<file path="config.mk">
export PLATFORM = sky130hd
export DESIGN_NAME = dlfloat_host_link_flat
export DESIGN_NICKNAME = d
export VERILOG_FILES = /design/src/rtl/dlfloat_host_link_if.sv /design/src/rtl/dlfloat_host_link.sv /design/src/flat_wrapper.sv
export SDC_FILE = /design/constraint.sdc
export NUM_CORES = 1
export LEC_CHECK = 0
export ABC_AREA = 1
export BUFFER_PORTS_ARGS = -buffer_cell sky130_fd_sc_hd__buf_2
export CAP_MARGIN = 10
export CORE_MARGIN = 2
export CORE_UTILIZATION = 45
export DETAILED_ROUTE_END_ITERATION = 8
export PLACE_DENSITY = 0.72
export SLEW_MARGIN = 25
export SYNTH_ARGS = -nofsm -noshare
export SYNTH_HDL_FRONTEND = slang
export SYNTH_SLANG_ARGS = --single-unit
export TNS_END_PERCENT = 20
</file>
<file path="constraint.sdc">
create_clock -name clk -period 2.46 [get_ports clk]
set_clock_uncertainty 0.2 [all_clocks]
set_input_delay 0.369 -clock clk [delete_from_list [all_inputs] [get_ports clk]]
set_output_delay 0.369 -clock clk [all_outputs]
set_load 0.03 [all_outputs]
</file>
<file path="src/rtl/dlfloat_host_link_if.sv">
// Host-side bundle for dlfloat_host_link: operand offer, tile bus, result stream.
// Optional NaN-flag signals exist only when DLMAC_LINK_NAN_FLAG_EN is defined.
interface dlfloat_host_link_if;
    logic        op_valid;
    logic [15:0] op_a;
    logic [15:0] op_b;
    logic        op_ready;
    logic [15:0] bus_out;
    logic [7:0]  res_byte;
    logic [15:0] res_word;
    logic        res_word_strobe;
    logic        res_valid;
    logic        busy;
`ifdef DLMAC_LINK_NAN_FLAG_EN
    logic        nan_sticky;
    logic [7:0]  nan_count;

    modport master (
        output op_valid, op_a, op_b, res_byte,
        input  op_ready, bus_out, res_word, res_word_strobe, res_valid, busy,
               nan_sticky, nan_count
    );
    modport slave (
        input  op_valid, op_a, op_b, res_byte,
        output op_ready, bus_out, res_word, res_word_strobe, res_valid, busy,
               nan_sticky, nan_count
    );
`else
    modport master (
        output op_valid, op_a, op_b, res_byte,
        input  op_ready, bus_out, res_word, res_word_strobe, res_valid, busy
    );
    modport slave (
        input  op_valid, op_a, op_b, res_byte,
        output op_ready, bus_out, res_word, res_word_strobe, res_valid, busy
    );
`endif
endinterface

</file>
<file path="src/rtl/dlfloat_host_link.sv">
// Host link for the dlfloat MAC tile: A/B slot multiplexing onto the 16-bit bus and
// byte-serial result reassembly. Define DLMAC_LINK_NAN_FLAG_EN for nan_sticky/nan_count.
module dlfloat_host_link #(
    parameter int unsigned RES_LAT = 2
) (
    input  logic            clk,
    input  logic            rst,
    dlfloat_host_link_if.slave link
);

    if (RES_LAT < 1 || RES_LAT > 8) begin : g_bad_res_lat
        $error("dlfloat_host_link: RES_LAT must be in 1..8");
    end

    typedef enum logic {
        SLOT_A = 1'b0,
        SLOT_B = 1'b1
    } slot_t;

    slot_t              slot;
    logic               b_pending;
    logic [15:0]        hold_b;
    logic [15:0]        bus_q;
    logic [RES_LAT-1:0] tag_line;

    logic               byte_phase;
    logic               have_hi;
    logic [7:0]         hi;
    logic [15:0]        word_q;
    logic               strobe_q;
    logic               valid_q;

    logic               accept;
    logic [15:0]        word_next;
    logic               word_done;

    assign link.op_ready = (slot == SLOT_B) && !rst;
    assign accept        = link.op_valid && link.op_ready;
    assign link.busy     = b_pending || (|tag_line);
    assign word_next     = {hi, link.res_byte};
    assign word_done     = !byte_phase && have_hi;

    // Issue path: A goes out in the slot after accept, B (or 0) in the one after.
    always_ff @(posedge clk or posedge rst) begin
        if (rst) begin
            slot      <= SLOT_A;
            bus_q     <= '0;
            hold_b    <= '0;
            b_pending <= 1'b0;
            tag_line  <= '0;
        end else if (slot == SLOT_B) begin
            slot <= SLOT_A;
            if (accept) begin
                bus_q     <= link.op_a;
                hold_b    <= link.op_b;
                b_pending <= 1'b1;
            end else begin
                bus_q     <= '0;
                b_pending <= 1'b0;
            end
        end else begin
            slot      <= SLOT_B;
            bus_q     <= b_pending ? hold_b : '0;
            b_pending <= 1'b0;
            tag_line  <= (tag_line << 1) | RES_LAT'(b_pending);
        end
    end

    // Collect path; tag_line is read before the same-edge shift, which sets the latency.
    always_ff @(posedge clk or posedge rst) begin
        if (rst) begin
            byte_phase <= 1'b0;
            have_hi    <= 1'b0;
            hi         <= '0;
            word_q     <= '0;
            strobe_q   <= 1'b0;
            valid_q    <= 1'b0;
        end else begin
            byte_phase <= ~byte_phase;
            strobe_q   <= 1'b0;
            valid_q    <= 1'b0;
            if (byte_phase) begin
                hi      <= link.res_byte;
                have_hi <= 1'b1;
            end else if (have_hi) begin
                word_q   <= word_next;
                strobe_q <= 1'b1;
                valid_q  <= tag_line[RES_LAT-1];
            end
        end
    end

    assign link.bus_out         = bus_q;
    assign link.res_word        = word_q;
    assign link.res_word_strobe = strobe_q;
    assign link.res_valid       = valid_q;

`ifdef DLMAC_LINK_NAN_FLAG_EN
    logic       nan_q;
    logic [7:0] nan_cnt_q;
    logic       nan_hit;

    assign nan_hit = word_done && (word_next == 16'hFFFF) && tag_line[RES_LAT-1];

    always_ff @(posedge clk or posedge rst) begin
        if (rst) begin
            nan_q     <= 1'b0;
            nan_cnt_q <= '0;
        end else if (nan_hit) begin
            nan_q <= 1'b1;
            if (nan_cnt_q != 8'hFF) begin
                nan_cnt_q <= nan_cnt_q + 8'd1;
            end
        end
    end

    assign link.nan_sticky = nan_q;
    assign link.nan_count  = nan_cnt_q;
`endif

endmodule

</file>
<file path="src/flat_wrapper.sv">
// flat-port wrapper written by rule: the top's interface ports become plain ports
module dlfloat_host_link_flat 
#(
    parameter int unsigned RES_LAT = 2
)
  (clk, rst, link_op_valid, link_op_a, link_op_b, link_res_byte, link_op_ready, link_bus_out, link_res_word, link_res_word_strobe, link_res_valid, link_busy);
  dlfloat_host_link_if link_i ();
  input  logic clk;
  input  logic rst;
  input wire logic [$bits(link_i.op_valid)-1:0] link_op_valid;
  input wire logic [$bits(link_i.op_a)-1:0] link_op_a;
  input wire logic [$bits(link_i.op_b)-1:0] link_op_b;
  input wire logic [$bits(link_i.res_byte)-1:0] link_res_byte;
  output wire logic [$bits(link_i.op_ready)-1:0] link_op_ready;
  output wire logic [$bits(link_i.bus_out)-1:0] link_bus_out;
  output wire logic [$bits(link_i.res_word)-1:0] link_res_word;
  output wire logic [$bits(link_i.res_word_strobe)-1:0] link_res_word_strobe;
  output wire logic [$bits(link_i.res_valid)-1:0] link_res_valid;
  output wire logic [$bits(link_i.busy)-1:0] link_busy;
  assign link_i.op_valid = link_op_valid;
  assign link_i.op_a = link_op_a;
  assign link_i.op_b = link_op_b;
  assign link_i.res_byte = link_res_byte;
  assign link_op_ready = link_i.op_ready;
  assign link_bus_out = link_i.bus_out;
  assign link_res_word = link_i.res_word;
  assign link_res_word_strobe = link_i.res_word_strobe;
  assign link_res_valid = link_i.res_valid;
  assign link_busy = link_i.busy;
  dlfloat_host_link #(.RES_LAT(RES_LAT)) u_core (.clk(clk), .rst(rst), .link(link_i));
endmodule
</file>
Word level (Yosys, flattened, before mapping)
Index checks and enable logic that the tools add are counted.
Widths: inputs -> output; s select.

storage, ports and cells
  register bits after elaboration = 64
  bits of input ports = 43
  word-level logic and storage cells = 30

cells by class
  reductions and logical operators = 7
  muxes and demuxes = 10
  bitwise gates (word level) = 2

operator list
  operator           number
  $mux 16            3
  $mux 1             7
  $reduce_and 2->1   2
  $logic_and 1x1->1  2
  $or 2x1->2         1
  $reduce_or 2->1    1
  $logic_not 1->1    1
  $logic_or 1x1->1   1
  $not 1->1          1

Logic depth before layout (Yosys ltp)
  depth in word-level cells = 5
  mapped depth = 5
  mapped depth without buffers = 5

Least setup slack after synthesis
Ideal clock, no wire load.

  path kind = input port to flip-flop
  from = input port rst
  to = register u_core.bus_q[10], in the netlist u_core.link.bus_out[10]
  slack = 0.562 ns
  arrival time = 1.627 ns
  stages = 4
  required time = 2.189 ns
  cell sequence = inv_2 buf_2 nand4_1 nand2_1

on the way
  longest elaborated chain between the ends = 5

RTL lines
  what                  RTL line                 text
  start, declared       flat_wrapper.sv:9        input logic rst;
  $logic_not 1->1       dlfloat_host_link.sv:37  assign link.op_ready = (slot == SLOT_B) && !rst;
  $logic_and 1x1->1     dlfloat_host_link.sv:37
  $logic_and 1x1->1     dlfloat_host_link.sv:38  assign accept = link.op_valid && link.op_ready;
  $mux 16               dlfloat_host_link.sv:53  if (accept) begin
  $mux 16               dlfloat_host_link.sv:51  end else if (slot == SLOT_B) begin
  end signal, assigned  dlfloat_host_link.sv:54  bus_q <= link.op_a;
  end signal, assigned  dlfloat_host_link.sv:63  bus_q <= b_pending ? hold_b : '0;
  end, declared         dlfloat_host_link.sv:23  logic [15:0] bus_q;

Every way passes these cells.
A chain may end at the register's enable or synchronous reset.

Final worst setup path
  from = input port rst
  to = output port link_op_ready

on the way
  longest elaborated chain between the ends = 2

RTL lines
  what               RTL line                 text
  $logic_not 1->1    dlfloat_host_link.sv:37
  $logic_and 1x1->1  dlfloat_host_link.sv:37
  end, declared      flat_wrapper.sv:14       output wire logic [$bits(link_i.op_ready)-1:0] link_op_ready;

Every way passes these cells.

==> results.sh <==
export IMPL_crit_type="input pin to primary output"
export IMPL_finalCriticalPeriod_ps=1913
export IMPL_status="finished clean"
export IMPL_rsz0062_at_grt="no"
export IMPL_dieArea_um2=6161
export IMPL_drt_iter0_drc=96
export IMPL_die_height_um=78.50
export IMPL_antenna_cells=0
export IMPL_io_buffer_count=78
export IMPL_endpoint_kind="primary output"
export IMPL_cts_buffers=9
export IMPL_clock_sinks=64
export IMPL_cts_buffer_depth=2
export IMPL_start_util=0.4592
export IMPL_grt_total_usage=0.1791
export IMPL_clk_pin_slew_ps=70
export IMPL_synth_edf_count=0
export IMPL_ant_nets=0
export IMPL_postSynth_asyncResetShare=1.000
export IMPL_synthCells=259
export IMPL_tns_ps=0
export IMPL_start_kind="input pin"
export IMPL_synth_common_cells="107 x nand2_1, 64 x dfrtp_1, 32 x nand4_1"
export IMPL_drive_gt1_frac=0.3070
export IMPL_grt_overflow=0
export IMPL_ys_types=16
export IMPL_drt_wl_total_um=4972
export IMPL_synth_top_area_share=0.6413
export IMPL_yosys_top_cells_area="dfrtp_1 64%, nand2_1 16%, nand4_1 8.0%"
export IMPL_synth_top_flop_cell="dfrtp_1"
export IMPL_drv_slew=0
export IMPL_grt_pass1_vias=1841
export IMPL_vias=1982
export IMPL_relSlewSlack=0.5559
export IMPL_yosysMostFrequentCell="nand2_1"
export IMPL_vias_per_cell=4.787
export IMPL_antenna_found_initial=0
export IMPL_drt_pass1_iter_count=4
export IMPL_coreArea_um2=5439
export IMPL_root_buffer="clkbuf_8"
export IMPL_rrSetupSlack_ps=850
export IMPL_wire_per_inst_um=12.01
export IMPL_dpl_cell_area_um2=2913
export IMPL_synth_nets=302
export IMPL_max_vdd_ir_drop_uv=376.3
export IMPL_hpwlAfterDp_um=3365
export IMPL_yosys_area_top_type="dfrtp_1"
export IMPL_stdcell_area_um2=3128
export IMPL_grt_max_degree=46
export IMPL_syn_area_um2=2497
export IMPL_fmax_ghz=0.5227
export IMPL_final_nets=381
export IMPL_worstSkewPairLatency_ps=330
export IMPL_seq_area_frac_synth=0.6413
export IMPL_post_synth_cell_area_avg_um2=9.642
export IMPL_worstMarginPinSlew_ps=665.4
export IMPL_period_share=0.7778
export IMPL_worst_path_max_fanout=2
export IMPL_drv_cap=0
export IMPL_synth_warnings=0
export IMPL_rows=27
export IMPL_synth_seq_cells=64
export IMPL_power_leakage_nw=1.768
export IMPL_final_hold_viol_count=0
export IMPL_io_pins=79
export IMPL_cts_tree="done"
export IMPL_hold_class="input pin to flop"
export IMPL_fill_cells=506
export IMPL_worstPathArrival_ps=1340
export IMPL_die_w_um=78.50
export IMPL_place_gp_congestion=0.6962
export IMPL_power_density_nw_per_um2=732.3
export IMPL_drc_errors=0
export IMPL_grt_pass1_wl_um=8404
export IMPL_final_setup_viol_count=0
export IMPL_critical_path_required_ps=1890
export IMPL_htreeDepth=3
export IMPL_area_delta_synth_final_pct=25.25
power breakdown:
part / total (mW) / switching, mW / leakage [nW] / internal [mW]
registers: 1.15 / 0.0299 / 0.785 / 1.12
clock network: 0.905 / 0.363 / 0.108 / 0.542
logic: 0.236 / 0.156 / 0.875 / 0.0792
per-stage QoR:
step	power, mW	setup WS [ps]	hold WS (ps)	cells	util
2_1_floorplan	1.318	561.6	242.2	259	-
3_5_place_dp	1.409	785.4	105.4	398	0.5355
3_3_place_gp	1.401	823.3	104.4	398	0.5355
5_1_grt	2.398	423.8	52.72	414	0.5751
4_1_cts	2.324	566.0	34.43	414	0.5751
6_report	2.291	546.7	51.18	414	0.5751
placed cells by master, fill, tap and decap left out, drive strengths merged:
cell type | netlist | final
dfrtp | 64 | 64
inv | 16 | 15
buf | 15 | 83
nor2 | 3 | 3
o21ai | 18 | 18
clkinv | 0 | 3
nand3 | 2 | 2
nand4 | 32 | 32
clkbuf | 1 | 12
dlygate4sd3 | 0 | 1
bufinv | 0 | 1
nand2 | 108 | 108
state kept, by name, summed over array words and instances, names as in the netlist:
name and count:
u_core.hold_b 16, u_core.link.bus_out 16, u_core.link.res_word 16, u_core.hi 8, u_core.tag_line 2, u_core.b_pending 1
u_core.byte_phase 1, u_core.have_hi 1, u_core.link.res_valid 1, u_core.link.res_word_strobe 1, u_core.slot 1
kinds of logic after synthesis:
group | synth area share
AND/OR/NAND/NOR | 0.2570
buffers and inverters | 0.06563
flip-flops | 0.6413
AO/OA/AOI/OAI | 0.03607
layout make-up:
type	instances	area [µm²]	area share
Clock inverter	3	40.04	0.01280
Timing Repair Buffer	84	437.9	0.1400
Inverter	16	61.31	0.01960
Clock buffer	12	165.2	0.05280
Sequential cell	64	1602	0.5120
Multi-Input combinational cell	163	732.0	0.2340
Tap cell	72	90.09	0.02880
timing repair:
item / in CTS / in global routing
setup buffers: 0 / 0
hold buffers: 1 / 0
resized for setup: 0 / 0
endpoints found under the hold margin: 7 / 0
per-layer routing:
metal,track usage,up-vias,routed length (µm),share of wire
met5,0,-,0,0
met4,0.1053,0,125,0.025
met3,0.06207,11,429,0.086
met2,0.2578,73,2171,0.44
met1,0.2344,902,2246,0.45
li1,-,996,-,-
worst paths after layout:
kind,start,endpoint,depth (start not counted)
max reg2reg,u_core.byte_phase,u_core.link.res_word[3],5
max in group asynchronous,rst,u_core.hold_b[7],4
min in group asynchronous,rst,u_core.slot,3
min reg2reg,u_core.hold_b[3],u_core.hold_b[3],2
max,rst,link_op_ready,4
min,link_res_byte[4],u_core.link.res_word[4],3
worst max-delay path: stages:
cell	delay, ps
dlygate4sd3_1	540
buf_2	130
nor2_1	100
buf_2	200
Note: power is estimated with default switching activity, not from simulation.
